`src/rtl/idiv_restoring.sv`:
```
// Sequential unsigned restoring divider: one quotient bit per clock,
// registered quotient/remainder with a one-cycle done pulse.
module idiv_restoring #(
    parameter int SIZE = 4
) (
    input  logic            Clock,
    input  logic            Reset,
    input  logic            iStart,
    input  logic [SIZE-1:0] iDividend,
    input  logic [SIZE-1:0] iDivisor,
    output logic [SIZE-1:0] oQuotient,
    output logic [SIZE-1:0] oRemainder,
    output logic            oBusy,
    output logic            oDone,
    output logic            oDivByZero
);

    localparam int CW = $clog2(SIZE);

    localparam logic [1:0] S_IDLE = 2'd0;
    localparam logic [1:0] S_RUN  = 2'd1;
    localparam logic [1:0] S_DONE = 2'd2;

    logic [1:0]      r_state;
    logic [CW-1:0]   r_cnt;
    logic [SIZE:0]   r_rem;
    logic [SIZE-1:0] r_quo;
    logic [SIZE-1:0] r_div;
    logic            r_dz;
    logic [SIZE-1:0] r_q_out;
    logic [SIZE-1:0] r_r_out;
    logic            r_busy;
    logic            r_done;
    logic            r_dz_out;

    logic [SIZE:0]   w_shift_rem;
    logic [SIZE:0]   w_trial;
    logic            w_qbit;
    logic [SIZE:0]   w_rem_next;
    logic [SIZE-1:0] w_quo_next;
    logic            w_last;

    // One restoring step. The partial remainder never exceeds SIZE bits
    // between steps, so only its low bits take part in the shift.
    always_comb begin
        w_shift_rem = {r_rem[SIZE-1:0], r_quo[SIZE-1]};
        w_trial     = w_shift_rem - {1'b0, r_div};
        w_qbit      = ~w_trial[SIZE];
        if (w_qbit) begin
            w_rem_next = w_trial;
        end else begin
            w_rem_next = w_shift_rem;
        end
        w_quo_next = {r_quo[SIZE-2:0], w_qbit};
        w_last     = (r_cnt == CW'(SIZE - 1));
    end

    // Control FSM, datapath registers and registered result outputs.
    always_ff @(posedge Clock or negedge Reset) begin
        if (!Reset) begin
            r_state  <= S_IDLE;
            r_cnt    <= '0;
            r_rem    <= '0;
            r_quo    <= '0;
            r_div    <= '0;
            r_dz     <= 1'b0;
            r_q_out  <= '0;
            r_r_out  <= '0;
            r_busy   <= 1'b0;
            r_done   <= 1'b0;
            r_dz_out <= 1'b0;
        end else begin
            case (r_state)
                S_IDLE, S_DONE: begin
                    r_done <= 1'b0;
                    if (iStart) begin
                        r_quo   <= iDividend;
                        r_div   <= iDivisor;
                        r_rem   <= '0;
                        r_cnt   <= '0;
                        r_dz    <= (iDivisor == {SIZE{1'b0}});
                        r_busy  <= 1'b1;
                        r_state <= S_RUN;
                    end else begin
                        r_state <= S_IDLE;
                    end
                end
                S_RUN: begin
                    // A zero divisor skips the steps; the dividend is still in r_quo.
                    if (r_dz) begin
                        r_q_out  <= {SIZE{1'b1}};
                        r_r_out  <= r_quo;
                        r_dz_out <= 1'b1;
                        r_done   <= 1'b1;
                        r_busy   <= 1'b0;
                        r_state  <= S_DONE;
                    end else begin
                        r_rem <= w_rem_next;
                        r_quo <= w_quo_next;
                        r_cnt <= r_cnt + CW'(1);
                        if (w_last) begin
                            r_q_out  <= w_quo_next;
                            r_r_out  <= w_rem_next[SIZE-1:0];
                            r_dz_out <= 1'b0;
                            r_done   <= 1'b1;
                            r_busy   <= 1'b0;
                            r_state  <= S_DONE;
                        end else begin
                            r_state <= S_RUN;
                        end
                    end
                end
                default: begin
                    r_state <= S_IDLE;
                    r_busy  <= 1'b0;
                    r_done  <= 1'b0;
                end
            endcase
        end
    end

    assign oQuotient  = r_q_out;
    assign oRemainder = r_r_out;
    assign oBusy      = r_busy;
    assign oDone      = r_done;
    assign oDivByZero = r_dz_out;

endmodule
```
`config.mk`:
```
export PLATFORM = sky130hd
export DESIGN_NAME = idiv_restoring
export DESIGN_NICKNAME = d
export VERILOG_FILES = /design/src/rtl/idiv_restoring.sv
export SDC_FILE = /design/constraint.sdc
export NUM_CORES = 1
export LEC_CHECK = 0
export ABC_AREA = 1
export CAP_MARGIN = 5
export CELL_PAD_IN_SITES_DETAIL_PLACEMENT = 1
export CELL_PAD_IN_SITES_GLOBAL_PLACEMENT = 2
export CORE_UTILIZATION = 34
export CTS_CLUSTER_DIAMETER = 100
export DETAILED_ROUTE_END_ITERATION = 8
export PLACE_DENSITY = 0.84
export SKIP_CTS_REPAIR_TIMING = 1
export SYNTH_ARGS = -nofsm -noshare
export SYNTH_HDL_FRONTEND = slang
export SYNTH_SLANG_ARGS = --single-unit
```
`constraint.sdc`:
```
create_clock -name Clock -period 2.7 [get_ports Clock]
set_input_delay 0.54 -clock Clock [delete_from_list [all_inputs] [get_ports Clock]]
set_output_delay 0.54 -clock Clock [all_outputs]
set_load 0.05 [all_outputs]
```
**Word level (Yosys, flattened, before mapping)**

Index checks and enable logic that the tools add are counted.

- $add $sub $neg: 2
- Equal/unequal tests: 6
- Mux-type cells: 26
- Bitwise gates (word level): 1
- Reductions and logical operators: 9

Operator list:

| kind | count |
|---|---|
| 4-bit 2-to-1 mux | 9 |
| 4-bit one-hot mux with 2 select lines | 2 |
| 1-bit 2-to-1 mux | 8 |
| 2-bit 2-to-1 mux | 4 |
| 2-bit one-hot mux with 2 select lines | 2 |
| 2-bit AND reduction | 3 |
| 5-bit by 4-bit subtractor with 5-bit output | 1 |
| 2-bit equality test (second input constant) | 2 |
| 4-bit logical NOT | 1 |
| 2-bit inequality test (second input constant) | 2 |
| 2-bit nonzero test | 2 |
| 3-bit inequality test (second input constant) | 1 |
| 3-bit AND reduction | 1 |
| 2-bit by 1-bit adder with 2-bit output (second input constant) | 1 |
| 2-bit by 1-bit equality test with 1-bit output (second input constant) | 1 |
| 2-bit logical NOT | 1 |
| 1-bit one-hot mux with 2 select lines | 1 |
| 2-bit OR reduction | 1 |
| 1-bit inverter | 1 |

- Bits in registers: 28
- Word-level logic and storage cells: 55

**Longest topological paths before layout**

- Word-level depth: 4
- Depth in mapped cells: 12
- Gate-level depth less buffers: 12

**Least setup slack after synthesis**

OpenSTA, ideal clock, no wires.

- Kind: register to register
- Start: register r_quo[3]
- End: register r_r_out[3] (netlist: oRemainder[3])
- Arrival time: 1.560 ns
- Required time: 2.582 ns
- Setup slack: 1.022 ns
- Cell stages (with the launch flop): 12
- Buffers on the path: 0
- Cells stage by stage: dfrtp_1 -> inv_1 -> ha_1 -> fa_1 -> inv_1 -> nand2_1 -> nand2_1 -> nand3_2 -> nand3_1 -> nand3_1 -> nand2_1 -> nand2_1

- Longest elaborated chain between the ends: 4

RTL lines:

| what | RTL line | source |
|---|---|---|
| from (decl) | 27 | `logic [SIZE-1:0] r_quo;` |
| from (signal assigned) | 77 | `r_quo <= iDividend;` |
| from (signal assigned) | 99 | `r_quo <= w_quo_next;` |
| 5-bit by 4-bit subtractor with 5-bit output | 47 | `w_trial = w_shift_rem - {1'b0, r_div};` |
| 4-bit 2-to-1 mux | 49 | `if (w_qbit) begin` |
| 4-bit 2-to-1 mux | 101 | `if (w_last) begin` |
| 4-bit 2-to-1 mux * | 90 | `if (r_dz) begin` |
| to (signal assigned) | 92 | `r_r_out <= r_quo;` |
| to (signal assigned) | 103 | `r_r_out <= w_rem_next[SIZE-1:0];` |
| to (decl) | 31 | `logic [SIZE-1:0] r_r_out;` |

Mark *: on every way between the ends. The rest lies on a longest branch, timed or not. The select of a mux whose other input is x is not followed.
A chain may end at the register's enable or synchronous reset.

**Worst setup path in the final report**

- Start: register r_q_out[0] (netlist: oQuotient[0])
- End: output oQuotient[0]

RTL lines:

| what | RTL line | source |
|---|---|---|
| from (decl) | 30 | `logic [SIZE-1:0] r_q_out;` |
| from (signal assigned) | 91 | `r_q_out <= {SIZE{1'b1}};` |
| from (signal assigned) | 102 | `r_q_out <= w_quo_next;` |
| to (decl) | 11 | `output logic [SIZE-1:0] oQuotient,` |

No word-level cell between the ends.

==> metrics.log <==
[metrics] status: finished clean
[metrics] wirelength, routed: 3670 µm
[metrics] Root Buffer: sky130_fd_sc_hd__clkbuf_8
[metrics] synthesized area divided by synthesized cell count: 8.50 µm²
[metrics] slew at the pin closest to its max-slew limit: 0.503 ns
[metrics] violation count after the first detailed-routing iteration: 57
[metrics] final critical-path setup slack: 0.683 ns
[metrics] total global routing overflow: 0
[metrics] Post-Place Setup Slack: 0.813 ns
[metrics] number of endpoints failing setup at the final stage: 0
[metrics] share of cell area taken by muxes after synthesis: 0%
[metrics] largest family of logic cells by synthesized area: simple AND/OR/NAND/NOR gates
[metrics] detailed-router iteration count before antenna repair: 4
[metrics] WS Path Type: reg2out
[metrics] Synth Cell Area: 0.00148 mm²
[metrics] static leakage: 0.921 nW
[metrics] accumulated negative setup slack: 0 ns
[metrics] number of synthesized register bits: 28
[metrics] Detailed Place HPWL: 2750 µm
[metrics] num ports: 22
[metrics] Antenna Cells: 0
[metrics] CORE AREA: 0.00409 mm²
[metrics] number of warnings reported in the yosys synthesis log: 0
[metrics] Die Ht: 68.0 µm
[metrics] worst-case clock skew: 0.00547 ns
[metrics] post-detailed-route wirelength per cell: 14.8 µm
[metrics] CTS Buf Count: 3
[metrics] number of buffers between clock root and the deepest sink: 2
[metrics] Critical path buffers and inverters: 1
[metrics] area delta synth->final: 22.5%
[metrics] clk sinks: 28
[metrics] number of different library cells in the post-synthesis netlist: 25
[metrics] layout cell share with drive strength beyond 1: 11.6%
[metrics] maximum number of pins on one net before global-route repair: 29
[metrics] ANT nets after route: 0
[metrics] final count of pins violating max slew: 0
[metrics] final hold viol count: 0
[metrics] most common library cell in the layout ignoring fill and taps: sky130_fd_sc_hd__nand2_1
[metrics] cell with the biggest individual delay on the critical path: sky130_fd_sc_hd__clkdlybuf4s50_1
[metrics] fraction of the mapped netlist area in simple logic gates: 28.7%
[metrics] cells traversed along the worst timing path: clkdlybuf4s50_1
[metrics] Worst Path Max Fanout: 2
[metrics] post-layout utilization of the core: 44.3%
[metrics] Global Route Usage Sum: 18.7%
[metrics] Highest Clock Rate: 496 MHz
[metrics] max-capacitance violation count: 0
[metrics] Final #Nets: 216
[metrics] antenna violations before repair: 0
[metrics] CP max stage delay: 0.81 ns
[metrics] crit path launch type: flop
[metrics] CTS tree: done
[metrics] normalized max-slew margin: 66.4%
[metrics] worst hold path type: reg2reg
[metrics] Post-Syn Instances: 174
[metrics] fraction of the mapped netlist area in adder cells: 5.58%
[metrics] clock slew at the register clock pins of the worst setup and hold paths: 0.10 ns
[metrics] part of the Yosys area used for sequential elements: 47.4%
[metrics] wire length of the first global-routing pass: 6330 µm
[metrics] deepest level of the CTS H-tree: 1
[metrics] post-synthesis share of cell area spent on xor and xnor gates: 0.592%
[metrics] sort of element at the end of the critical path: output pin
[metrics] Die ar.: 0.00462 mm²
[metrics] starting density of the core: 36.2%
[metrics] required time of the critical path: 2.16 ns
[metrics] Vias: 1237
[metrics] P per Cell Area: 1470 mW/mm²
[metrics] gate family responsible for the most delay along the worst path: buffers and inverters
[metrics] total power: 2.66 mW
[metrics] minimum clock period: 2.02 ns
[metrics] arrival time at the worst endpoint: 1.48 ns
[metrics] die boundary width: 68.0 µm
[metrics] Post-Synthesis Net Count: 191
[metrics] commonest cells after routing, fill and taps aside: 56 x sky130_fd_sc_hd__nand2_1, 28 x sky130_fd_sc_hd__dfrtp_1, 21 x sky130_fd_sc_hd__clkdlybuf4s50_1
[metrics] via density per instance: 4.99
[metrics] later-pin clock latency in the skew report: 0.29 ns
[metrics] compound-cell area share of the yosys netlist: 10.7%
[metrics] routability-driven placement congestion ratio: 0.887
[metrics] count of input and output buffers: 21
[metrics] number of rows in the core area: 23
[metrics] Final period util: 74.7%
[metrics] unrepaired setup endpoints after global routing: false
[metrics] final routed DRC violation total: 0
[metrics] maximum VDD drop: 0.000560 V
[metrics] via count of the first global-routing pass: 1337
## cells by family (layout without fill, tap and decap cells)
family | Yosys count | count (layout)
simple gates | 88 | 88
flops | 28 | 28
compound gates | 27 | 27
buf+inv | 24 | 48
fa+ha+maj | 6 | 6
xor+xnor | 1 | 1
## worst reg2reg max path, stage by stage, from the launching register on
cell and delay [ns]:
sky130_fd_sc_hd__dfrtp_1 0.36, sky130_fd_sc_hd__inv_1 0.07, sky130_fd_sc_hd__ha_1 0.22, sky130_fd_sc_hd__fa_1 0.40, sky130_fd_sc_hd__inv_1 0.09, sky130_fd_sc_hd__nand2_1 0.06
sky130_fd_sc_hd__nand2_1 0.07, sky130_fd_sc_hd__nand3_2 0.14, sky130_fd_sc_hd__nand3_1 0.17, sky130_fd_sc_hd__nand2_1 0.07, sky130_fd_sc_hd__nand2_1 0.05, sky130_fd_sc_hd__o21ai_0 0.08
## layout make-up
class                           count  area, µm²
Clock buffer                        3       41.3
Sequential cell                    28        701
Timing Repair Buffer               22        218
Clock inverter                      1       30.0
Tap cell                           50       62.6
Fill cell                         496       2270
Multi-Input combinational cell    122        674
Inverter                           22       85.1
## final timing paths
check                                           from                   endpoint  slack [ns]  cells after the start
setup / recovery            oQuotient[0]$_DFFE_PN0P_               oQuotient[0]        0.68                      1
hold / removal             oRemainder[2]$_DFFE_PN0P_  oRemainder[2]$_DFFE_PN0P_        0.49                      2
setup reg to reg                r_quo[3]$_DFFE_PN0P_       r_rem[3]$_DFFE_PN0P_        0.80                     11
hold reg to reg            oRemainder[2]$_DFFE_PN0P_  oRemainder[2]$_DFFE_PN0P_        0.49                      2
max in group asynchronous                      Reset       r_div[3]$_DFFE_PN0P_        1.80                      2
min in group asynchronous                      Reset       r_quo[2]$_DFFE_PN0P_        0.63                      2
## power breakdown
part	leakage (nW)	internal, mW	total, mW	switching [mW]
Combinational	0.534	0.532	1.57	1.04
Sequential	0.351	0.609	0.748	0.139
Clock	0.0357	0.199	0.341	0.142
## metal layers
metal / share of wire (%) / GRT usage (%) / vias up
li1: - / - / 598
met1: 45 / 23.4 / 612
met2: 51 / 32.4 / 22
met3: 3.0 / 2.83 / 5
met4: 1.3 / 6.51 / 0
met5: 0 / 0 / -
## stage by stage
| step | area, µm² | hold WS, ns | std cells |
|---|---|---|---|
| floorplan | 1480 | 0.244 | 174 |
| global placement | 1740 | 0.456 | 244 |
| detailed placement | 1740 | 0.469 | 244 |
| CTS | 1810 | 0.495 | 248 |
| global route | 1810 | 0.537 | 248 |
| finish | 1810 | 0.491 | 248 |
## flip-flops by register name, summed over array words and instances, names as in the netlist
name	cells
oQuotient	4
oRemainder	4
r_div	4
r_quo	4
r_rem	4
r_cnt	2
r_state	2
oBusy	1
oDivByZero	1
oDone	1
r_dz	1
## synth_stat cells
library cell              instances  share of area (%)
sky130_fd_sc_hd__nand3_2          2                1.4
sky130_fd_sc_hd__nand2_8          1                1.4
sky130_fd_sc_hd__a31oi_1          1               0.42
sky130_fd_sc_hd__nand2_1         56                 14
sky130_fd_sc_hd__ha_1             5                4.2
sky130_fd_sc_hd__nand2_4          3                2.3
sky130_fd_sc_hd__fa_1             1                1.4
sky130_fd_sc_hd__nor4_1           1               0.42
sky130_fd_sc_hd__nand3_1         11                3.7
sky130_fd_sc_hd__inv_1           17                4.3
sky130_fd_sc_hd__nor2_8           1                1.4
sky130_fd_sc_hd__a21oi_1          6                2.0
sky130_fd_sc_hd__a22o_1           1               0.59
sky130_fd_sc_hd__nor2_4           1               0.76
sky130_fd_sc_hd__dfrtp_1         28                 47
sky130_fd_sc_hd__nor2_1          11                2.8
sky130_fd_sc_hd__xnor2_1          1               0.59
sky130_fd_sc_hd__inv_4            1               0.42
sky130_fd_sc_hd__o21ai_0         14                4.7
sky130_fd_sc_hd__buf_4            1               0.51
sky130_fd_sc_hd__inv_2            4                1.0
sky130_fd_sc_hd__a21oi_2          1               0.59
sky130_fd_sc_hd__buf_6            1               0.76
sky130_fd_sc_hd__o21ai_2          4                2.4
sky130_fd_sc_hd__or2_0            1               0.42
No activity file was read; power rests on OpenSTA's default activity.
